File: src/rtl/ctrl_seq.sv
// Multi-cycle control sequencer for the rysy RV32I core: boot bubble, load/store
// handshake with timeout, control-transfer flush. Optional perf counters: CTRL_SEQ_PERF_CNT_EN.
module ctrl_seq #(
  parameter int unsigned MAX_WAIT = 15,
  parameter int unsigned WAIT_W   = 4
`ifdef CTRL_SEQ_PERF_CNT_EN
  ,
  parameter int unsigned CNT_W    = 32
`endif
) (
  input  logic             clk,
  input  logic             rst,
  input  logic [4:0]       opcode,
  input  logic             b,
  input  logic             mem_ready,
  input  logic             hold,
  output logic             reg_wr,
  output logic             we,
  output logic             mem_req,
  output logic [1:0]       pc_sel,
  output logic             mem_sel,
  output logic [1:0]       inst_sel,
  output logic             err,
  output logic [2:0]       state
`ifdef CTRL_SEQ_PERF_CNT_EN
  ,
  output logic [CNT_W-1:0] retired,
  output logic [CNT_W-1:0] stall_cyc
`endif
);

  typedef enum logic [2:0] {
    S_BOOT  = 3'd0,
    S_EXEC  = 3'd1,
    S_LWAIT = 3'd2,
    S_LWB   = 3'd3,
    S_SWAIT = 3'd4,
    S_FLUSH = 3'd5,
    S_ERR   = 3'd6
  } state_t;

  typedef enum logic [1:0] {PC_P4 = 2'd0, PC_ALU = 2'd1, PC_OLD = 2'd2} pc_sel_t;
  typedef enum logic [1:0] {INST_MEM = 2'd0, INST_NOP = 2'd1, INST_OLD = 2'd2} inst_sel_t;
  typedef enum logic {MEM_PC = 1'b0, MEM_ALU = 1'b1} mem_sel_t;

  typedef enum logic [4:0] {
    OPC_LOAD   = 5'b00000,
    OPC_OP_IMM = 5'b00100,
    OPC_STORE  = 5'b01000,
    OPC_OP     = 5'b01100,
    OPC_LUI    = 5'b01101,
    OPC_BRANCH = 5'b11000,
    OPC_JALR   = 5'b11001,
    OPC_JAL    = 5'b11011
  } opcode_t;

  localparam logic              TIMEOUT_EN = (MAX_WAIT != 0);
  localparam logic [WAIT_W-1:0] WAIT_LIMIT = WAIT_W'(MAX_WAIT);

  state_t            state_q, state_nxt;
  logic [WAIT_W-1:0] wait_cnt, wait_nxt;

  always_ff @(posedge clk or negedge rst) begin
    if (!rst) begin
      state_q  <= S_BOOT;
      wait_cnt <= '0;
    end else begin
      state_q  <= state_nxt;
      wait_cnt <= wait_nxt;
    end
  end

  always_comb begin
    state_nxt = state_q;
    wait_nxt  = wait_cnt;
    reg_wr    = 1'b0;
    we        = 1'b0;
    mem_req   = 1'b0;
    pc_sel    = PC_P4;
    mem_sel   = MEM_PC;
    inst_sel  = INST_MEM;
    err       = 1'b0;
    unique case (state_q)
      S_BOOT: begin
        inst_sel  = INST_NOP;
        state_nxt = S_EXEC;
      end
      S_EXEC: begin
        if (hold) begin
          pc_sel   = PC_OLD;
          inst_sel = INST_OLD;
        end else begin
          case (opcode)
            OPC_OP, OPC_OP_IMM, OPC_LUI: reg_wr = 1'b1;
            OPC_JAL, OPC_JALR: begin
              reg_wr    = 1'b1;
              pc_sel    = PC_ALU;
              inst_sel  = INST_NOP;
              state_nxt = S_FLUSH;
            end
            OPC_BRANCH: begin
              if (b) begin
                pc_sel    = PC_ALU;
                inst_sel  = INST_NOP;
                state_nxt = S_FLUSH;
              end
            end
            OPC_STORE, OPC_LOAD: begin
              mem_req  = 1'b1;
              we       = (opcode == OPC_STORE);
              mem_sel  = MEM_ALU;
              pc_sel   = PC_OLD;
              inst_sel = INST_OLD;
              if (mem_ready) begin
                state_nxt = (opcode == OPC_STORE) ? S_FLUSH : S_LWB;
              end else begin
                state_nxt = (opcode == OPC_STORE) ? S_SWAIT : S_LWAIT;
                wait_nxt  = WAIT_W'(1);
              end
            end
            default: ;
          endcase
        end
      end
      S_LWAIT, S_SWAIT: begin
        mem_req  = 1'b1;
        we       = (state_q == S_SWAIT);
        mem_sel  = MEM_ALU;
        pc_sel   = PC_OLD;
        inst_sel = INST_OLD;
        // Ready on the limit cycle wins over the timeout; the counter saturates.
        if (mem_ready) begin
          state_nxt = (state_q == S_SWAIT) ? S_FLUSH : S_LWB;
          wait_nxt  = '0;
        end else if (TIMEOUT_EN && (wait_cnt == WAIT_LIMIT)) begin
          state_nxt = S_ERR;
        end else if (wait_cnt != '1) begin
          wait_nxt = wait_cnt + WAIT_W'(1);
        end
      end
      S_LWB: begin
        reg_wr    = 1'b1;
        inst_sel  = INST_NOP;
        state_nxt = S_EXEC;
      end
      S_FLUSH: begin
        inst_sel  = INST_NOP;
        state_nxt = S_EXEC;
      end
      S_ERR: begin
        err      = 1'b1;
        pc_sel   = PC_OLD;
        inst_sel = INST_NOP;
      end
      default: state_nxt = S_BOOT;
    endcase
  end

  assign state = state_q;

`ifdef CTRL_SEQ_PERF_CNT_EN
  logic retire_inc, stall_inc;

  assign retire_inc = ((state_q == S_EXEC) && !hold) || (state_q == S_LWB);
  assign stall_inc  = (state_q == S_LWAIT) || (state_q == S_SWAIT) ||
                      (state_q == S_FLUSH) || ((state_q == S_EXEC) && hold);

  always_ff @(posedge clk or negedge rst) begin
    if (!rst) begin
      retired   <= '0;
      stall_cyc <= '0;
    end else begin
      if (retire_inc && (retired != '1))  retired   <= retired + CNT_W'(1);
      if (stall_inc && (stall_cyc != '1)) stall_cyc <= stall_cyc + CNT_W'(1);
    end
  end
`endif

endmodule

File: config.mk
export PLATFORM = sky130hd
export DESIGN_NAME = ctrl_seq
export DESIGN_NICKNAME = d
export VERILOG_FILES = /design/src/rtl/ctrl_seq.sv
export SDC_FILE = /design/constraint.sdc
export NUM_CORES = 1
export LEC_CHECK = 0
export BUFFER_PORTS_ARGS = -buffer_cell sky130_fd_sc_hd__buf_2
export CORE_MARGIN = 10
export CORE_UTILIZATION = 48
export DETAILED_ROUTE_END_ITERATION = 16
export GPL_TIMING_DRIVEN = 0
export PLACE_DENSITY = 0.77
export SKIP_LAST_GASP = 1
export SYNTH_ARGS = -nofsm -noshare
export SYNTH_HDL_FRONTEND = slang
export SYNTH_SLANG_ARGS = --single-unit
File: constraint.sdc
create_clock -name clk -period 1.9 [get_ports clk]
set_clock_uncertainty 0.15 [all_clocks]
set_input_delay 0.095 -clock clk [delete_from_list [all_inputs] [get_ports clk]]
set_output_delay 0.095 -clock clk [all_outputs]
set_load 0.02 [all_outputs]
==> impl_metrics.yaml, run 1 <==
finish:
  post-route-util_pct: 64.7
  layout.nets: 109
  diodes: 0
  fillerInstances: 128
  area_delta_synth_final_pct: 28.9
  layout-drive-gt1-share_pct: 42.3
sta:
  holdWs_ns: 0.0537
  tightest_slew_ns: 0.371
  slew-limit-headroom_pct: 74.6
  drv_slew: 0
  fin_crit_sh_pct: 107
  worst_slack_ns: -0.130
  timing.fmax_mhz: 493
  post-route-min-period_ns: 2.03
  finalSetupViolCount: 4
  finalHoldViolCount: 0
  rsz0062_at_grt: "yes"
detailed_routing:
  via_per_inst: 5.71
  drt_pass1_iterations: 4
  ant_nets: 0
  vias: 640
  drc: 0
  wirelength_um: 1590
  drt_iter0_drc: 7
  routedWlPerCell_um: 14.2
yosys:
  yosysTopAreaCell: "dfrtp_1"
  synthMuxAreaShare_pct: 1.77
  netlist.area_leader.share_pct: 27.5
  syn_inst: 71
  ys_ff_latch: 7
  synth_top_family_by_area: "simple AND/OR/NAND/NOR gates"
  synth_edf_count: 0
  synth_cell_type_count: 37
  syn_area_per_cell_um2: 8.97
  yosys_warnings: 0
  yosys-top-cells-area: "dfrtp_1 28%, nand2b_1 4.9%, a2111oi_4 4.3%"
  seq_area_frac_synth_pct: 27.5
  yosysMostFrequentCell: "dfrtp_1"
  synth.cell_area_um2: 637
  synth_fa_ha_area_share_pct: 1.96
  synth_nets: 82
  synth_xor_xnor_area_share_pct: 2.75
  dominantRegCellSynth: "dfrtp_1"
  synthTopCellsByCount: "7 x dfrtp_1, 5 x a21oi_1, 5 x nand2b_1, 5 x nand3_1, 4 x nand2_1"
  synth_compound_area_share_pct: 27.3
  async_flop_share_pct: 100
  synth_simple_gate_area_share_pct: 31.4
clock_tree:
  cts_tree: "yes"
  cts_num_sinks: 7
  cts-root-buf: "clkbuf_4"
  htreeDepth: 1
  clk_latency_ns: 0.25
  cts_buffers: 3
  clkSlewWorstSetupHoldPaths_ns: 0.05
  clockBufferDepth: 2
global_route:
  grt_max_degree: 11
  grt-ovfl-total: 0
  grt_usage_pct: 10.3
  grt_pass1_wl_um: 2780
  grt_pass1_vias: 645
  antenna_found_initial: 0
pwr:
  p_int_uw: 279
  power.density_mw_per_mm2: 476
  cellLeakagePower_uw: 0.000365
  switching_share_pct: 28.5
  p_comb_share_pct: 24.0
  power_frac_seq_pct: 42.7
  ir_worst_vdd_mv: 0.543
  power.switching_uw: 111
  power.share.clock_pct: 33.3
setup_path:
  critPathMaxStageDelay_ns: 0.54
  critical_path_arrival_ns: 1.78
  critPathKind: "flip-flop to primary output"
  setup.worst_path.start_class: "flip-flop"
  reg2reg_depth: 5
  crit_path_end_kind: "primary output"
  cp.depth: 5
  crit_family: "simple AND/OR/NAND/NOR gates"
  r2r_slack_ns: 0
  path_max_fanout: 2
  required_ns: 1.65
  critPathSlowestCell: "or4b_4"
  path_buf_inv: 1
  cp_cell_sequence: "or4b_4, a2111oi_4, nor3_2, a21oi_2, buf_4"
run:
  maxCapViolations: 0
floorplan:
  start_util_pct: 50.2
  core_area_mm2: 0.00127
  die_height_um: 56.4
  placementRows: 13
  fp.dieArea_mm2: 0.00318
  io_pins: 22
  die_w_um: 56.4
min_path:
  hold_class: "input pin to async pin"
placed_design:
  io_buffers: 20
  hpwl_um: 1220
  gp_congestion: 0.791
outcome:
  outcome: "finished, violations left"
  violations: "negative setup slack"
[metal layers]
layer	up-vias	part of all wire [%]	GRT usage, %
met2	17	49	17.2
met3	0	6.6	4.94
met4	0	0	2.75
li1	317	-	-
met1	306	44	11.1
met5	-	0	0
[kinds of logic (layout without fill, tap and decap cells)]
group,after synthesis,count (layout)
compound gates,22,22
xor+xnor,2,2
fa+ha+maj,1,1
buf+inv,8,34
flops,7,7
mux,1,1
simple gates,30,30
[stage by stage]
| stage | setup slack (ns) | instances | total power (uW) | instance area, um2 | TNS [ns] |
|---|---|---|---|---|---|
| finish | -0.130 | 112 | 391 | 821 | -0.201 |
| global placement | 0.0173 | 106 | 256 | 762 | 0 |
| CTS | -0.140 | 112 | 393 | 807 | -0.207 |
| detailed placement | -0.0136 | 106 | 259 | 762 | -0.0136 |
| floorplan | -0.188 | 71 | 223 | 643 | -0.188 |
| global route | -0.214 | 112 | 418 | 821 | -0.596 |
[cells in the final DEF, fill, tap and decap left out, types with 2 or more instances in the layout]
cell,instances
inv_1,3
xnor2_1,2
nor3b_1,2
nand3_1,5
a21oi_1,5
nor2b_1,2
nand2_1,4
clkbuf_4,3
a211o_1,2
buf_2,19
nor2_1,3
clkbuf_1,2
o22ai_1,2
buf_4,5
dfrtp_2,2
o21ai_0,3
dfrtp_1,5
nand2b_1,5
[sequential cells by signal (all words and copies together) (netlist names)]
name,cells
state,3
wait_cnt,4
[final timing paths]
kind	startpoint	to
worst min register to register	wait_cnt[1]	wait_cnt[1]
worst max register to register	state[2]	wait_cnt[0]
max in group asynchronous	rst	state[2]
min in group clk	opcode[3]	state[2]
worst max-delay path	state[1]	inst_sel[0]
worst min-delay path	rst	wait_cnt[3]
[timing repair]
| action | in CTS | in global routing |
|---|---|---|
| endpoints found under the setup margin | 2 | 9 |
| buffers inserted | 3 | 0 |
| hold endpoints to repair | 7 | 0 |
| hold buffers | 1 | 0 |
| gates resized for setup | 3 | 3 |
[area by class of cell]
| class | count | area (um2) | share of cell area, % |
|---|---|---|---|
| plain buffers | 3 | 16.3 | 1.98 |
| clock buffers | 4 | 26.3 | 3.20 |
| inverters | 3 | 11.3 | 1.37 |
| multi-input cells | 56 | 429 | 52.3 |
| flip-flops and latches | 7 | 178 | 21.6 |
| well taps | 15 | 18.8 | 2.29 |
| repair buffers | 24 | 141 | 17.2 |
[power by group through the flow]
stage / Combinational [uW] / Clock (uW) / Sequential, uW
5_1_grt: 104 / 146 / 168
3_5_place_dp: 90.3 / 0 / 169
4_1_cts: 93.5 / 133 / 166
2_1_floorplan: 55.1 / 0 / 168
3_3_place_gp: 88.3 / 0 / 168
6_report: 93.8 / 130 / 167
No activity file was read; power rests on OpenSTA's default activity.
==> run 2, diff against run 1 <==
--- a/config.mk
+++ b/config.mk
@@ -5,12 +5,13 @@
 export SDC_FILE = /design/constraint.sdc
 export NUM_CORES = 1
 export LEC_CHECK = 0
+export ABC_AREA = 1
 export BUFFER_PORTS_ARGS = -buffer_cell sky130_fd_sc_hd__buf_2
 export CORE_MARGIN = 10
-export CORE_UTILIZATION = 48
+export CORE_UTILIZATION = 50
 export DETAILED_ROUTE_END_ITERATION = 16
 export GPL_TIMING_DRIVEN = 0
-export PLACE_DENSITY = 0.77
+export PLACE_DENSITY = 0.78
 export SKIP_LAST_GASP = 1
 export SYNTH_ARGS = -nofsm -noshare
 export SYNTH_HDL_FRONTEND = slang
==> impl_metrics.yaml, run 2 <==
outcome:
  outcome: "finished, final reports clean"
setup_path:
  setup.worst_path.start_class: "flip-flop"
  critPathSlowestCell: "dfrtp_2"
  path_max_fanout: 8
  reg2reg_depth: 9
  critPathMaxStageDelay_ns: 0.47
  required_ns: 1.65
  critical_path_arrival_ns: 1.55
  cp_cell_sequence: "inv_4, nand3_2, nand2_4, clkinv_2, o21ai_1, buf_4, buf_2"
  critPathKind: "flip-flop to primary output"
  crit_path_end_kind: "primary output"
finish:
  final_common_cell: "nand2_1"
  fin_area_um2: 932
  regMostFlops: "wait_cnt"
  diodes: 0
  area_delta_synth_final_pct: 25.8
  layout-drive-gt1-share_pct: 30.9
  layout.nets: 164
  final_cell_mix: "43 x nand2_1, 21 x buf_2, 14 x inv_1, 14 x nand3_1, 12 x nor2_1"
  largest_reg_flops: 4
floorplan:
  die_w_um: 58.5
  core_area_mm2: 0.00135
  die_height_um: 58.5
  io_pins: 22
  fp.dieArea_mm2: 0.00342
  placementRows: 13
  start_util_pct: 54.9
global_route:
  grt_pass1_wl_um: 3330
  grt_usage_pct: 12.0
  grt_max_degree: 9
  grt-ovfl-total: 0
  antenna_found_initial: 0
  grt_pass1_vias: 767
sta:
  fin_crit_sh_pct: 94.7
  drv_slew: 0
  timing.fmax_mhz: 556
  finalHoldViolCount: 0
  worst_slack_ns: 0.100
  post-route-min-period_ns: 1.80
  setup_tns_ns: 0
  slew-limit-headroom_pct: 80.7
  tightest_slew_ns: 0.289
  finalSetupViolCount: 0
yosys:
  yosys_warnings: 0
  synth_cell_type_count: 24
  synth.cell_area_um2: 741
  yosys-top-cells-area: "dfrtp_1 24%, nand2_1 22%, nand3_1 9.5%"
  yosysMostFrequentCell: "nand2_1"
  syn_area_per_cell_um2: 6.02
  seq_area_frac_synth_pct: 23.6
  netlist.area_leader.share_pct: 23.6
  ys_ff_latch: 7
  dominantRegCellSynth: "dfrtp_1"
  synth_edf_count: 0
  async_flop_share_pct: 100
  yosysTopAreaCell: "dfrtp_1"
  syn_inst: 123
  synthTopCellsByCount: "43 x nand2_1, 14 x inv_1, 14 x nand3_1"
  synth_nets: 134
placed_design:
  place_ws_ns: 0.248
  dpl_cell_area_um2: 865
  io_buffers: 21
  gp_congestion: 0.793
  hpwl_um: 1650
detailed_routing:
  drt_pass1_iterations: 4
  drc: 0
  routedWlPerCell_um: 12.3
  drt_iter0_drc: 25
  via_per_inst: 5.25
  ant_nets: 0
  vias: 877
  wirelength_um: 2050
run:
  maxCapViolations: 0
pwr:
  p_comb_share_pct: 69.2
  switching_share_pct: 54.2
  p_total_uw: 1410
  power.density_mw_per_mm2: 1520
  p_int_uw: 647
  power.share.clock_pct: 9.7
  power.switching_uw: 766
  power_frac_seq_pct: 21.1
  ir_worst_vdd_mv: 0.655
  cellLeakagePower_uw: 0.000557
clock_tree:
  cts-root-buf: "clkbuf_4"
  clockBufferDepth: 2
  cts_buffers: 3
  cts_tree: "yes"
  htreeDepth: 1
  cts_num_sinks: 7
  clk_latency_ns: 0.26
  clkSlewWorstSetupHoldPaths_ns: 0.05
min_path:
  hold_class: "input pin to async pin"
-- run 2: changes by cell type in the layout (fill, tap and decap cells not counted), moves of 4 or more --
cell / before / now
nand2_1: 4 / 43
nand3_2: 0 / 4
nand4_1: 0 / 6
nand2b_1: 5 / 0
a21oi_1: 5 / 1
inv_1: 3 / 14
nor2_1: 3 / 12
nand3_1: 5 / 14
-- run 2: per-layer routing --
| metal | track usage, % | share of wire, % | vias up |
|---|---|---|---|
| li1 | - | - | 453 |
| met1 | 12.9 | 43 | 398 |
| met2 | 19.9 | 48 | 22 |
| met3 | 6.01 | 7.7 | 4 |
| met4 | 4.03 | 0.78 | 0 |
| met5 | 0 | 0 | - |
-- run 2: kinds of logic (layout without fill, tap and decap cells) --
family	after synthesis	after routing	share of synthesized area, %
flip-flops	7	7	23.6
buffers and inverters	20	49	10.8
AO/OA/AOI/OAI	8	8	7.09
XOR/XNOR	1	1	1.18
AND/OR/NAND/NOR	86	86	55.6
adder cells (fa/ha/maj)	1	1	1.69
-- run 2: critical path, delay by kind of cell (launching register included) --
kind | cells | cell delay (ns)
AO/OA/AOI/OAI | 1 | 0.11
buffers and inverters | 4 | 0.47
AND/OR/NAND/NOR | 2 | 0.24
flip-flops | 1 | 0.47
-- run 2: path summary, 6_finish.rpt --
path / to / slack, ns / startpoint
setup / recovery: mem_sel / 0.10 / state[0]
hold / removal: state[0] / 0.05 / rst
setup reg to reg: state[0] / 0.36 / state[0]
hold reg to reg: wait_cnt[1] / 0.35 / wait_cnt[1]
max in group asynchronous: state[2] / 1.37 / rst
min in group clk: wait_cnt[2] / 0.07 / mem_ready
-- run 2: power by group through the flow --
| stage | sequential [uW] | combinational [uW] | clock, uW |
|---|---|---|---|
| detailed placement | 292 | 932 | 0 |
| finish | 298 | 978 | 138 |
| global placement | 290 | 907 | 0 |
| floorplan | 308 | 663 | 0 |
| global route | 306 | 1090 | 159 |
| CTS | 293 | 933 | 143 |
-- run 2: final cells by class --
class                           count  area (um2)
Tap cell                           15        18.8
Sequential cell                     7         179
Fill cell                         136         418
Clock buffer                        4        26.3
Multi-Input combinational cell     96         485
Timing Repair Buffer               25         138
Inverter                           19        77.6
Buffer                              1        7.51
-- run 2: through the flow --
step	hold slack [ns]	std cells	util [%]
global placement	-0.215	159	64.0
global route	0.0388	167	69.0
detailed placement	-0.210	159	64.0
CTS	0.0494	164	66.8
floorplan	-0.351	123	-
finish	0.0536	167	69.0
-- run 2: timing repair --
| action | CTS | global route |
|---|---|---|
| hold endpoints to repair | 7 | 0 |
| buffers inserted | 0 | 3 |
| hold buffers | 1 | 0 |
| gates resized for setup | 1 | 4 |
| endpoints found under the setup margin | 1 | 6 |
| pin swaps | 0 | 1 |
==> run 3, diff against run 2 <==
--- a/config.mk
+++ b/config.mk
@@ -11,6 +11,7 @@
 export CORE_UTILIZATION = 50
 export DETAILED_ROUTE_END_ITERATION = 16
 export GPL_TIMING_DRIVEN = 0
+export HOLD_SLACK_MARGIN = 0.08
 export PLACE_DENSITY = 0.78
 export SKIP_LAST_GASP = 1
 export SYNTH_ARGS = -nofsm -noshare
==> impl_metrics.yaml, run 3 (same netlist as run 2, synthesis figures left out) <==
setup_path:
  critPathKind: "flip-flop to primary output"
  setup.worst_path.start_class: "flip-flop"
  r2r_slack_ns: 0.41
  required_ns: 1.65
  crit_path_end_kind: "primary output"
  critical_path_arrival_ns: 1.52
  path_max_fanout: 6
finish:
  layout-drive-gt1-share_pct: 31.4
  diodes: 0
  largest_reg_flops: 4
  final_common_cell: "nand2_1"
  area_delta_synth_final_pct: 31.6
  regMostFlops: "wait_cnt"
  finalNonFillerCells: 171
  fin_area_um2: 975
  layout.nets: 168
  final_cell_mix: "43 x nand2_1, 21 x buf_2, 14 x inv_1, 14 x nand3_1, 12 x nor2_1"
clock_tree:
  cts_num_sinks: 7
  clkSlewWorstSetupHoldPaths_ns: 0.05
  clockBufferDepth: 2
  htreeDepth: 1
  clk_latency_ns: 0.26
  cts_tree: "yes"
  cts_buffers: 3
  cts-root-buf: "clkbuf_4"
detailed_routing:
  drc: 0
  drt_pass1_iterations: 4
  ant_nets: 0
  wirelength_um: 2090
  routedWlPerCell_um: 12.2
  drt_iter0_drc: 20
  vias: 905
  via_per_inst: 5.29
outcome:
  outcome: "finished, final reports clean"
sta:
  worst_slack_ns: 0.136
  timing.fmax_mhz: 567
  tightest_slew_ns: 0.344
  finalSetupViolCount: 0
  post-route-min-period_ns: 1.76
  slew-limit-headroom_pct: 77.0
  drv_slew: 0
  finalHoldViolCount: 0
  rsz0062_at_grt: "no"
  setup_tns_ns: 0
  fin_crit_sh_pct: 92.8
global_route:
  grt_pass1_vias: 773
  grt_usage_pct: 12.1
  grt_pass1_wl_um: 3350
  antenna_found_initial: 0
  grt_max_degree: 9
  grt-ovfl-total: 0
pwr:
  ir_worst_vdd_mv: 0.627
  cellLeakagePower_uw: 0.000577
  power.density_mw_per_mm2: 1500
min_path:
  hold_class: "input pin to flip-flop"
floorplan:
  die_w_um: 58.5
  die_height_um: 58.5
  start_util_pct: 54.9
  placementRows: 13
  fp.dieArea_mm2: 0.00342
  io_pins: 22
  core_area_mm2: 0.00135
placed_design:
  gp_congestion: 0.793
  io_buffers: 21
  place_ws_ns: 0.248
  placed_cells: 159
  dpl_cell_area_um2: 865
  hpwl_um: 1650
run:
  maxCapViolations: 0
==> run 3: cell count changes in the layout (fill, tap and decap cells not counted) <==
cell,change
dlygate4sd3_1,+2
nand3_4,+1
buf_4,+2
nand3_2,-1
==> run 3: layer usage <==
layer	track usage [%]	up-vias	routed length, um
met2	20.2	30	1020
met1	12.8	409	870
met4	4.03	0	16
met5	0	-	0
met3	6.22	4	183
li1	-	462	-
==> run 3: worst paths after layout <==
| path | startpoint | cells after the start | endpoint |
|---|---|---|---|
| setup reg to reg | state[1] | 9 | state[0] |
| hold / removal | opcode[3] | 6 | state[1] |
| min in group asynchronous | rst | 3 | state[1] |
| setup / recovery | state[1] | 7 | mem_sel |
| hold reg to reg | wait_cnt[1] | 2 | wait_cnt[1] |
| max in group asynchronous | rst | 3 | state[2] |
==> run 3: report_power, final <==
part	switching (uW)	internal (uW)	total (uW)	leakage, uW
Clock	57.8	80.3	138	0.0000150
Sequential	81.3	212	294	0.0000861
Combinational	643	385	1030	0.000475
Total	782	677	1460	0.000577
==> run 3: stage by stage <==
stage	total power, uW	hold slack (ns)	util, %
final	1460	0.153	72.2
after global routing	1610	0.158	72.2
after CTS	1370	0.155	68.3
after detailed placement	1220	-0.210	64.0
after global placement	1200	-0.215	64.0
after floorplan	971	-0.351	-
==> run 3: final cells by class <==
type	count	area [um2]
buffer	1	7.51
sequential	7	179
inverter	19	77.6
timing repair buffer	29	173
clock buffer	4	26.3
multi-input combinational	96	493
fill	126	375
tap	15	18.8
==> run 3: worst max-delay path, stage by stage, from the launching register on <==
cell and delay (ns):
dfrtp_2 0.46, inv_4 0.11, nand3_4 0.11, nor2_4 0.12, inv_2 0.06, o21ai_1 0.14
buf_4 0.12, buf_2 0.15
==> run 3: repair_timing <==
action / in CTS / in global routing
endpoints found under the hold margin: 8 / 0
hold buffers: 3 / 0
buffers inserted: 0 / 5
pin swaps: 0 / 1
setup endpoints to repair: 1 / 6
resized for setup: 1 / 5
